### config.mk
export PLATFORM = sky130hd
export DESIGN_NAME = edge_pulse_gen_mc_flat
export DESIGN_NICKNAME = d
export VERILOG_FILES = /design/src/rtl/edge_pulse_gen_mc_if.sv /design/src/rtl/edge_pulse_gen_mc.sv /design/src/flat_wrapper.sv
export SDC_FILE = /design/constraint.sdc
export NUM_CORES = 1
export LEC_CHECK = 0
export CAP_MARGIN = 20
export CORE_UTILIZATION = 51
export DETAILED_ROUTE_END_ITERATION = 12
export HOLD_SLACK_MARGIN = 0.1
export PLACE_DENSITY = 0.75
export SYNTH_ARGS = -nofsm -noshare
export SYNTH_HDL_FRONTEND = slang
export SYNTH_SLANG_ARGS = --single-unit
### constraint.sdc
create_clock -name clk -period 2.27 [get_ports clk]
set_input_delay 0.5675 -clock clk [delete_from_list [all_inputs] [get_ports clk]]
set_output_delay 0.5675 -clock clk [all_outputs]
set_load 0.03 [all_outputs]
### src/rtl/edge_pulse_gen_mc_if.sv
`default_nettype none
// ============================================================================
//  Module      : edge_pulse_gen_mc_if
//  Description : Control/status bundle for the multi-channel edge-to-pulse
//                generator. The master drives the raw inputs and settings;
//                the slave (the generator) returns pulses, levels and
//                overrun flags.
//  Revision    : 1.0  initial release
// ============================================================================
interface edge_pulse_gen_mc_if #(
  parameter int CH      = 4,
  parameter int DEB_W   = 4,
  parameter int PULSE_W = 8
);
  logic                en;
  logic [CH-1:0]       sig_in;
  logic [2*CH-1:0]     edge_mode;
  logic [DEB_W-1:0]    deb_len;
  logic [PULSE_W-1:0]  pulse_len;
  logic                clr_overrun;
  logic [CH-1:0]       pulse;
  logic [CH-1:0]       lvl;
  logic [CH-1:0]       overrun;

  modport master (
    output en, sig_in, edge_mode, deb_len, pulse_len, clr_overrun,
    input  pulse, lvl, overrun
  );

  modport slave (
    input  en, sig_in, edge_mode, deb_len, pulse_len, clr_overrun,
    output pulse, lvl, overrun
  );
endinterface
`default_nettype wire

### src/rtl/edge_pulse_gen_mc.sv
`default_nettype none
// ============================================================================
//  Module      : edge_pulse_gen_mc
//  Description : Multi-channel edge-to-pulse generator. Each channel has a
//                synchroniser, a debounce filter, edge-mode qualification and
//                a retriggerable stretched pulse with sticky overrun flag.
//  Revision    : 1.0  initial release
// ============================================================================
module edge_pulse_gen_mc #(
  parameter int CH          = 4,
  parameter int SYNC_STAGES = 2,
  parameter int DEB_W       = 4,
  parameter int PULSE_W     = 8
) (
  input  wire logic          clk,
  input  wire logic          rst,
  edge_pulse_gen_mc_if.slave bus
);

  localparam int c_PRIME_W = $clog2(SYNC_STAGES + 1);

  logic [c_PRIME_W-1:0]              r_prime;
  logic                              w_priming;
  logic [SYNC_STAGES-1:0][CH-1:0]    r_sync;
  logic [CH-1:0]                     w_sync_out;
  logic [CH-1:0]                     w_sync_next;
  logic [PULSE_W-1:0]                w_load_val;
  logic [CH-1:0]                     w_pulse;
  logic [CH-1:0]                     w_lvl;
  logic [CH-1:0]                     w_overrun;

  assign w_priming   = (r_prime != '0);
  assign w_sync_out  = r_sync[SYNC_STAGES-1];
  // Value the last sync stage is about to take; during priming lvl follows it
  // so that lvl and sync_out agree the moment the prime window closes.
  assign w_sync_next = r_sync[SYNC_STAGES-2];
  assign w_load_val  = (bus.pulse_len == '0) ? PULSE_W'(1) : bus.pulse_len;

  // Prime window: counts down SYNC_STAGES edges after reset release.
  always_ff @(posedge clk or posedge rst) begin
    if (rst) begin
      r_prime <= c_PRIME_W'(SYNC_STAGES);
    end else if (r_prime != '0) begin
      r_prime <= r_prime - 1'b1;
    end
  end

  // Synchroniser chain for all channels.
  always_ff @(posedge clk or posedge rst) begin
    if (rst) begin
      r_sync <= '0;
    end else begin
      r_sync[0] <= bus.sig_in;
      for (int s = 1; s < SYNC_STAGES; s++) begin
        r_sync[s] <= r_sync[s-1];
      end
    end
  end

  for (genvar i = 0; i < CH; i++) begin : g_ch
    logic [DEB_W-1:0]   r_deb_cnt;
    logic               r_lvl;
    logic [PULSE_W-1:0] r_pcnt;
    logic               r_ovr;
    logic               w_mismatch;
    logic               w_accept;
    logic [1:0]         w_mode;
    logic               w_valid;

    assign w_mismatch = (w_sync_out[i] != r_lvl);
    assign w_accept   = !w_priming && w_mismatch && (r_deb_cnt == bus.deb_len);
    assign w_mode     = bus.edge_mode[2*i +: 2];
    // New level 1 means a rising edge, new level 0 a falling edge.
    assign w_valid    = w_accept && bus.en &&
                        ((w_sync_out[i] && w_mode[0]) || (!w_sync_out[i] && w_mode[1]));

    // Debounce filter: a mismatch must persist deb_len extra cycles.
    always_ff @(posedge clk or posedge rst) begin
      if (rst) begin
        r_lvl     <= 1'b0;
        r_deb_cnt <= '0;
      end else if (w_priming) begin
        r_lvl     <= w_sync_next[i];
        r_deb_cnt <= '0;
      end else if (!w_mismatch) begin
        r_deb_cnt <= '0;
      end else if (w_accept) begin
        r_lvl     <= w_sync_out[i];
        r_deb_cnt <= '0;
      end else if (r_deb_cnt != '1) begin
        r_deb_cnt <= r_deb_cnt + 1'b1;
      end
    end

    // Pulse stretcher: load on a qualified edge, count down otherwise.
    always_ff @(posedge clk or posedge rst) begin
      if (rst) begin
        r_pcnt <= '0;
      end else if (!bus.en) begin
        r_pcnt <= '0;
      end else if (w_valid) begin
        r_pcnt <= w_load_val;
      end else if (r_pcnt != '0) begin
        r_pcnt <= r_pcnt - 1'b1;
      end
    end

    // Sticky overrun: a retrigger sets it, and a set beats a clear.
    always_ff @(posedge clk or posedge rst) begin
      if (rst) begin
        r_ovr <= 1'b0;
      end else begin
        r_ovr <= (r_ovr && !bus.clr_overrun) || (w_valid && (r_pcnt != '0));
      end
    end

    assign w_pulse[i]   = (r_pcnt != '0);
    assign w_lvl[i]     = r_lvl;
    assign w_overrun[i] = r_ovr;
  end

  assign bus.pulse   = w_pulse;
  assign bus.lvl     = w_lvl;
  assign bus.overrun = w_overrun;

endmodule
`default_nettype wire

### src/flat_wrapper.sv
// flat-port wrapper written by rule: the top's interface ports become plain ports
module edge_pulse_gen_mc_flat 
#(
  parameter int CH          = 4,
  parameter int SYNC_STAGES = 2,
  parameter int DEB_W       = 4,
  parameter int PULSE_W     = 8
)
  (clk, rst, bus_en, bus_sig_in, bus_edge_mode, bus_deb_len, bus_pulse_len, bus_clr_overrun, bus_pulse, bus_lvl, bus_overrun);
  edge_pulse_gen_mc_if #(.CH(CH), .DEB_W(DEB_W), .PULSE_W(PULSE_W)) bus_i ();
  input  wire logic clk;
  input  wire logic rst;
  input wire logic [$bits(bus_i.en)-1:0] bus_en;
  input wire logic [$bits(bus_i.sig_in)-1:0] bus_sig_in;
  input wire logic [$bits(bus_i.edge_mode)-1:0] bus_edge_mode;
  input wire logic [$bits(bus_i.deb_len)-1:0] bus_deb_len;
  input wire logic [$bits(bus_i.pulse_len)-1:0] bus_pulse_len;
  input wire logic [$bits(bus_i.clr_overrun)-1:0] bus_clr_overrun;
  output wire logic [$bits(bus_i.pulse)-1:0] bus_pulse;
  output wire logic [$bits(bus_i.lvl)-1:0] bus_lvl;
  output wire logic [$bits(bus_i.overrun)-1:0] bus_overrun;
  assign bus_i.en = bus_en;
  assign bus_i.sig_in = bus_sig_in;
  assign bus_i.edge_mode = bus_edge_mode;
  assign bus_i.deb_len = bus_deb_len;
  assign bus_i.pulse_len = bus_pulse_len;
  assign bus_i.clr_overrun = bus_clr_overrun;
  assign bus_pulse = bus_i.pulse;
  assign bus_lvl = bus_i.lvl;
  assign bus_overrun = bus_i.overrun;
  edge_pulse_gen_mc #(.CH(CH), .SYNC_STAGES(SYNC_STAGES), .DEB_W(DEB_W), .PULSE_W(PULSE_W)) u_core (.clk(clk), .rst(rst), .bus(bus_i));
endmodule
==> results.json, run 1 <==
{
  "drt_iter0_drc": 118,
  "ir_worst_vdd_mv": 0.753,
  "power.leakage_uw": 0.00234,
  "synth_enable_flop_cells": 0,
  "violations": "negative setup slack",
  "vias_per_cell": 5.33,
  "boundaryPins": 40,
  "tightest_slew_ns": 0.475,
  "p_sw_uw": 2580,
  "cts_tree": "built",
  "p_int_uw": 4050,
  "numPortBuffers": 39,
  "layout.cells.non_filler": 590,
  "nFillCells": 555,
  "dp_cells": 569,
  "syn_area_sq_um": 3800,
  "period_needed_ns": 2.33,
  "antenna_cells": 0,
  "start_util_pct": 52.7,
  "pwr-share-seq_pct": 29.2,
  "fin_util_pct": 68.5,
  "grt_pass1_wl_microns": 14600,
  "hold_buffers": 0,
  "clk_root_buffer_cell": "clkbuf_8",
  "die_h_microns": 88.4,
  "power_frac_clock_pct": 16.7,
  "die_x_microns": 88.4,
  "synthCells": 396,
  "worstPathMaxFanout": 2,
  "wl_microns": 9120,
  "grt_util_all_layers_pct": 25.2,
  "cts_made_buffers": 9,
  "drv_slew": 0,
  "multi_input_area_sq_um": 1960,
  "combPwrFrac_pct": 54.2,
  "maxSlewHeadroom_pct": 68.3,
  "vias": 3146,
  "fin_ws_ns": -0.0625,
  "ys_types": 42,
  "whs_ns": 0.375,
  "dpl.hpwl_microns": 6530,
  "cap_viol_max_count": 0,
  "grt_pass1_vias": 3117,
  "core_sq_um": 7210,
  "min_path_type": "flop to flop",
  "finalCritPeriodShare_pct": 103,
  "yosysSeqAreaShare_pct": 43.5,
  "nets": 527,
  "rsz0062_at_grt": "yes",
  "cts_max_level": 3,
  "wl_per_cell_microns": 15.5,
  "post_synth.cell_area_avg_sq_um": 9.61,
  "drc": 0,
  "syn_nets": 437,
  "ys_warn_count": 0,
  "crit_required_ns": 1.70,
  "gp_congestion": 0.811,
  "ff_latch_area_sq_um": 1650,
  "p_per_area_nw_per_um2": 1340,
  "fin_worst_skew_ns": 0.0109,
  "setup.worst_path.class": "flop to output port",
  "rows": 31,
  "fmax_mhz": 429,
  "final.setup.tns_ns": -0.122,
  "status": "complete, but fails checks",
  "layout-drive-gt1-share_pct": 18.9,
  "synthToLayoutAreaGrowth_pct": 29.9,
  "clock_path_buffers": 2,
  "crit_path_start_kind": "flop",
  "p_total_uw": 6630,
  "cp_data_arrival_time_ns": 1.77,
  "grt_start_max_net_pins": 27,
  "hold_viol_final": 0,
  "antenna_found_initial": 0,
  "synth-main-ff-cell": "dfrtp_1",
  "dieArea_sq_um": 7810,
  "switching_share_pct": 38.9,
  "crit_path_end_kind": "output port",
  "clock_insertion_delay_worst_skew_ns": 0.35,
  "async_flop_share_pct": 100,
  "ys_seq_elements": 66,
  "setup_viol": 2,
  "drtPass1Iterations": 4,
  "overflow": 0,
  "antenna_left": 0,
  "cts.sinks": 66,
  "clk_pin_slew_ns": 0.07
}
## registers in the layout, indices dropped and copies added, names as in the netlist
| register | flops |
|---|---|
| u_core.r_prime | 2 |
| u_core.g_ch.r_deb_cnt | 16 |
| u_core.w_sync_out | 4 |
| u_core.w_sync_next | 4 |
| u_core.g_ch.r_lvl | 4 |
| u_core.g_ch.r_ovr | 4 |
| u_core.g_ch.r_pcnt | 32 |
## synthesized netlist by cell type (2+ instances only)
cell type | instances | area, sq um
dfrtp_1 | 65 | 1630
and3_1 | 2 | 12.5
nor2b_1 | 6 | 37.5
a21oi_1 | 15 | 75.1
nor2_1 | 56 | 210
o211a_1 | 3 | 30.0
nor3b_1 | 9 | 67.6
clkbuf_1 | 7 | 26.3
mux2i_1 | 29 | 290
inv_1 | 28 | 105
nand3_1 | 14 | 70.1
or4_4 | 2 | 22.5
buf_2 | 3 | 15.0
nand3b_1 | 8 | 60.1
buf_4 | 8 | 60.1
nor3_1 | 11 | 55.1
o22ai_1 | 10 | 62.6
or4_1 | 5 | 37.5
o311ai_0 | 2 | 17.5
a211o_1 | 3 | 26.3
o21a_1 | 2 | 15.0
ha_1 | 13 | 163
xor2_1 | 8 | 70.1
xnor2_1 | 34 | 298
nor4_1 | 3 | 18.8
nand4_1 | 4 | 25.0
a31oi_1 | 5 | 31.3
o21ai_0 | 10 | 50.1
nor4b_4 | 2 | 47.6
nand2_1 | 15 | 56.3
a211oi_1 | 3 | 22.5
## critical path, cell delays in order (launching register included)
cell and delay (ns):
dfrtp_1 0.40, or4_4 0.54, nor4b_4 0.27, inv_2 0.07, buf_6 0.14
## stage by stage
step                      setup WS (ns)  instance area (sq um)
final                           -0.0625                   4940
after global routing             -0.145                   4940
after CTS                       -0.0710                   4910
after detailed placement         -0.174                   4660
after global placement           -0.155                   4660
after floorplan                  0.0493                   3800
## metal layers
metal,global-route usage [%],share of wire [%]
met5,0,0
met4,11.0,2.0
met3,4.76,3.8
met2,42.6,51
met1,31.5,44
## final timing paths
| kind | startpoint | slack [ns] | depth (start not counted) | to |
|---|---|---|---|---|
| hold / removal | u_core.w_sync_next[0] | 0.37 | 0 | u_core.w_sync_out[0] |
| setup / recovery | u_core.g_ch[1].r_pcnt[4] | -0.06 | 4 | bus_pulse[1] |
| setup reg to reg | u_core.g_ch[0].r_pcnt[0] | 0.35 | 4 | u_core.g_ch[0].r_pcnt[5] |
| min in group asynchronous | rst | 0.55 | 2 | u_core.g_ch[0].r_lvl |
| hold reg to reg | u_core.w_sync_next[0] | 0.37 | 0 | u_core.w_sync_out[0] |
| max in group asynchronous | rst | 1.21 | 3 | u_core.g_ch[1].r_deb_cnt[1] |
## layout by cell type, fill, tap and decap left out, types with 4 or more instances in the layout
cell type / Yosys / layout
or4_1: 5 / 4
nor3b_1: 9 / 8
clkbuf_8: 0 / 10
nand3b_1: 8 / 8
nand2_1: 15 / 15
ha_1: 13 / 12
buf_4: 8 / 57
a31oi_1: 5 / 5
dfrtp_1: 65 / 65
inv_1: 28 / 27
mux2i_1: 29 / 29
clkdlybuf4s50_1: 0 / 35
xor2_1: 8 / 8
o21ai_0: 10 / 10
nand3_1: 14 / 14
nor2_1: 56 / 56
o22ai_1: 10 / 10
nor2b_1: 6 / 5
a21oi_1: 15 / 15
xnor2_1: 34 / 34
nand4_1: 4 / 4
nor3_1: 11 / 11
## timing repair
| action | 4_1_cts | 5_1_grt |
|---|---|---|
| gates resized for setup | 29 | 3 |
| endpoints found under the setup margin | 4 | 4 |
| pin swaps | 1 | 0 |
| setup buffers | 2 | 3 |
## area by class of cell
type                       count  share of cell area, %
clock buffer                  11                   2.86
tap                           99                   2.51
sequential                    66                   33.5
clock inverter                 5                   1.57
timing repair buffer          99                   17.7
multi-input combinational    281                   39.7
inverter                      29                   2.20
## cells by family after synthesis
family / count (synthesis) / synth area share (%)
flip-flops: 66 / 43.5
buffers and inverters: 49 / 5.76
AO/OA/AOI/OAI: 57 / 9.54
adder cells (fa/ha/maj): 13 / 4.28
AND/OR/NAND/NOR: 140 / 19.7
XOR/XNOR: 42 / 9.67
multiplexers: 29 / 7.63
## power by group through the flow
stage	logic, uW	registers (uW)	clock network [uW]
after CTS	3510	1920	1120
final	3590	1930	1110
after global placement	3260	1900	0
after floorplan	2320	1870	0
after global routing	3920	1980	1170
after detailed placement	3400	1920	0
(Power assumes the default switching activity.)
==> run 2: changes to the inputs <==
--- a/config.mk
+++ b/config.mk
@@ -10,6 +10,8 @@
 export DETAILED_ROUTE_END_ITERATION = 12
 export HOLD_SLACK_MARGIN = 0.1
 export PLACE_DENSITY = 0.75
+export RECOVER_POWER = 50
+export SLEW_MARGIN = 20
 export SYNTH_ARGS = -nofsm -noshare
 export SYNTH_HDL_FRONTEND = slang
 export SYNTH_SLANG_ARGS = --single-unit
==> run 2 against run 1 <==
- the run still ends with negative setup slack left
- register-to-register slack about the same
- global-route usage unchanged
- wire length down 0.15%
- final area down 0.61%
==> results.json, run 2 (synthesis gave the netlist of run 1 again) <==
{
  "grt_start_max_net_pins": 27,
  "power.leakage_uw": 0.00233,
  "grt_util_all_layers_pct": 25.2,
  "boundaryPins": 40,
  "wl_microns": 9110,
  "crit_path_cell_trace": "or4_4 -> nor4b_4 -> inv_2 -> buf_6",
  "tightest_slew_ns": 0.736,
  "whs_path_depth": 0,
  "antenna_found_initial": 0,
  "cpMaxStageDelayCell": "or4_4",
  "gp_congestion": 0.811,
  "finalCritPeriodShare_pct": 103,
  "clock_path_buffers": 2,
  "start_util_pct": 52.7,
  "final_common_cell": "dfrtp_1",
  "dp_cells": 569,
  "p_per_area_nw_per_um2": 1350,
  "grt_pass1_vias": 3117,
  "reg2reg_setup_slack_ns": 0.35,
  "dieArea_sq_um": 7810,
  "cts_tree": "built",
  "violations": "negative setup slack",
  "drt_iter0_drc": 119,
  "die_x_microns": 88.4,
  "wl_per_cell_microns": 15.4,
  "ir_worst_vdd_mv": 0.752,
  "nets": 527,
  "numPortBuffers": 39,
  "reg2reg_depth": 4,
  "die_h_microns": 88.4,
  "drc": 0,
  "regMostFlops": "u_core.g_ch.r_pcnt",
  "fin_util_pct": 68.1,
  "grt_pass1_wl_microns": 14600,
  "synthToLayoutAreaGrowth_pct": 29.1,
  "fmax_mhz": 429,
  "crit_required_ns": 1.70,
  "hold_path_end": "u_core.w_sync_out[0]",
  "maxSlewHeadroom_pct": 50.9,
  "hold_buffers": 0,
  "cts.sinks": 66,
  "fin_ws_ns": -0.0600,
  "crit_path_end_kind": "output port",
  "cap_viol_max_count": 0,
  "rr_startpoint": "u_core.g_ch[0].r_pcnt[0]",
  "fin_worst_skew_ns": 0.0108,
  "hold_viol_final": 0,
  "overflow": 0,
  "layout-drive-gt1-share_pct": 18.7,
  "period_needed_ns": 2.33,
  "path_buf_inv": 2,
  "rsz0062_at_grt": "yes",
  "clock_insertion_delay_worst_skew_ns": 0.35,
  "crit_path_start_kind": "flop",
  "whs_ns": 0.375,
  "top_regs": "u_core.g_ch.r_pcnt x32, u_core.g_ch.r_deb_cnt x16",
  "drtPass1Iterations": 4,
  "min_path_type": "flop to flop",
  "cp_data_arrival_time_ns": 1.76,
  "cts_made_buffers": 9,
  "antenna_left": 0,
  "most-common-layout-cells": "dfrtp_1, buf_4, nor2_1, xnor2_1, clkdlybuf4s50_1",
  "status": "complete, but fails checks",
  "rows": 31,
  "drv_slew": 0,
  "setup_viol": 2,
  "cts_max_level": 3,
  "largest_reg_flops": 32,
  "vias_per_cell": 5.34,
  "worstPathMaxFanout": 2,
  "nFillCells": 559,
  "core_sq_um": 7210,
  "critical_path.max_stage_delay_ns": 0.54,
  "vias": 3148,
  "clk_root_buffer_cell": "clkbuf_8",
  "antenna_cells": 0,
  "clk_pin_slew_ns": 0.07,
  "min-delay-start": "u_core.w_sync_next[0]",
  "rr_endpoint": "u_core.g_ch[0].r_pcnt[5]",
  "cp_top_family": "simple AND/OR/NAND/NOR gates",
  "dpl.hpwl_microns": 6530,
  "final.setup.tns_ns": -0.118,
  "layout.cells.non_filler": 590,
  "setup.worst_path.class": "flop to output port",
  "place_ws_ns": -0.174
}
run 2: changes by cell type in the layout (fill, tap and decap cells not counted):
cell and delta:
buf_12 -2, clkbuf_2 +2, clkdlybuf4s50_1 -5, dlygate4sd3_1 +5
inv_1 +1, inv_2 -1
run 2: worst max path at each step:
stage                                  end                      from  slack (ns)  cells after the start
2_1_floorplan  u_core.g_ch[0].r_deb_cnt[0]                       rst        0.05                      1
3_3_place_gp                  bus_pulse[1]  u_core.g_ch[1].r_pcnt[3]       -0.15                      4
3_5_place_dp                  bus_pulse[1]  u_core.g_ch[1].r_pcnt[3]       -0.17                      4
4_1_cts                       bus_pulse[1]  u_core.g_ch[1].r_pcnt[3]       -0.07                      4
5_1_grt                       bus_pulse[3]  u_core.g_ch[3].r_pcnt[4]       -0.14                      4
6_report                      bus_pulse[1]  u_core.g_ch[1].r_pcnt[4]       -0.06                      4
run 2: cell type report:
type	instances	area [sq um]	area share, %
sequential	66	1650	33.7
inverter	29	109	2.22
clock buffer	11	141	2.88
tap	99	124	2.52
clock inverter	5	77.6	1.58
multi-input combinational	281	1960	40.0
timing repair buffer	99	843	17.2
run 2: worst reg2reg max path, stage by stage, from the launching register on:
cell      delay [ns]
dfrtp_1         0.38
buf_4           0.14
or4_1           0.58
or4_1           0.44
a311oi_1        0.28
run 2: through the flow:
stage | cell area [sq um] | total power (uW)
after floorplan | 3800 | 4180
after global placement | 4660 | 5160
after detailed placement | 4660 | 5320
after CTS | 4910 | 6550
after global routing | 4910 | 7060
final | 4910 | 6620
run 2: timing repair:
| action | 4_1_cts | 5_1_grt |
|---|---|---|
| pin swaps | 1 | 0 |
| gates resized for setup | 29 | 3 |
| endpoints found under the setup margin | 4 | 4 |
| setup buffers | 2 | 3 |
run 2: where the power goes:
group	internal (uW)	switching, uW
sequential	1530	405
clock	645	459
combinational	1870	1710
run 2: metal layers:
metal / vias up / GRT usage (%) / share of wire, %
met4: 0 / 11.0 / 2.3
met2: 60 / 42.6 / 51
met5: - / 0 / 0
li1: 1550 / - / -
met3: 18 / 4.76 / 3.1
met1: 1520 / 31.5 / 44
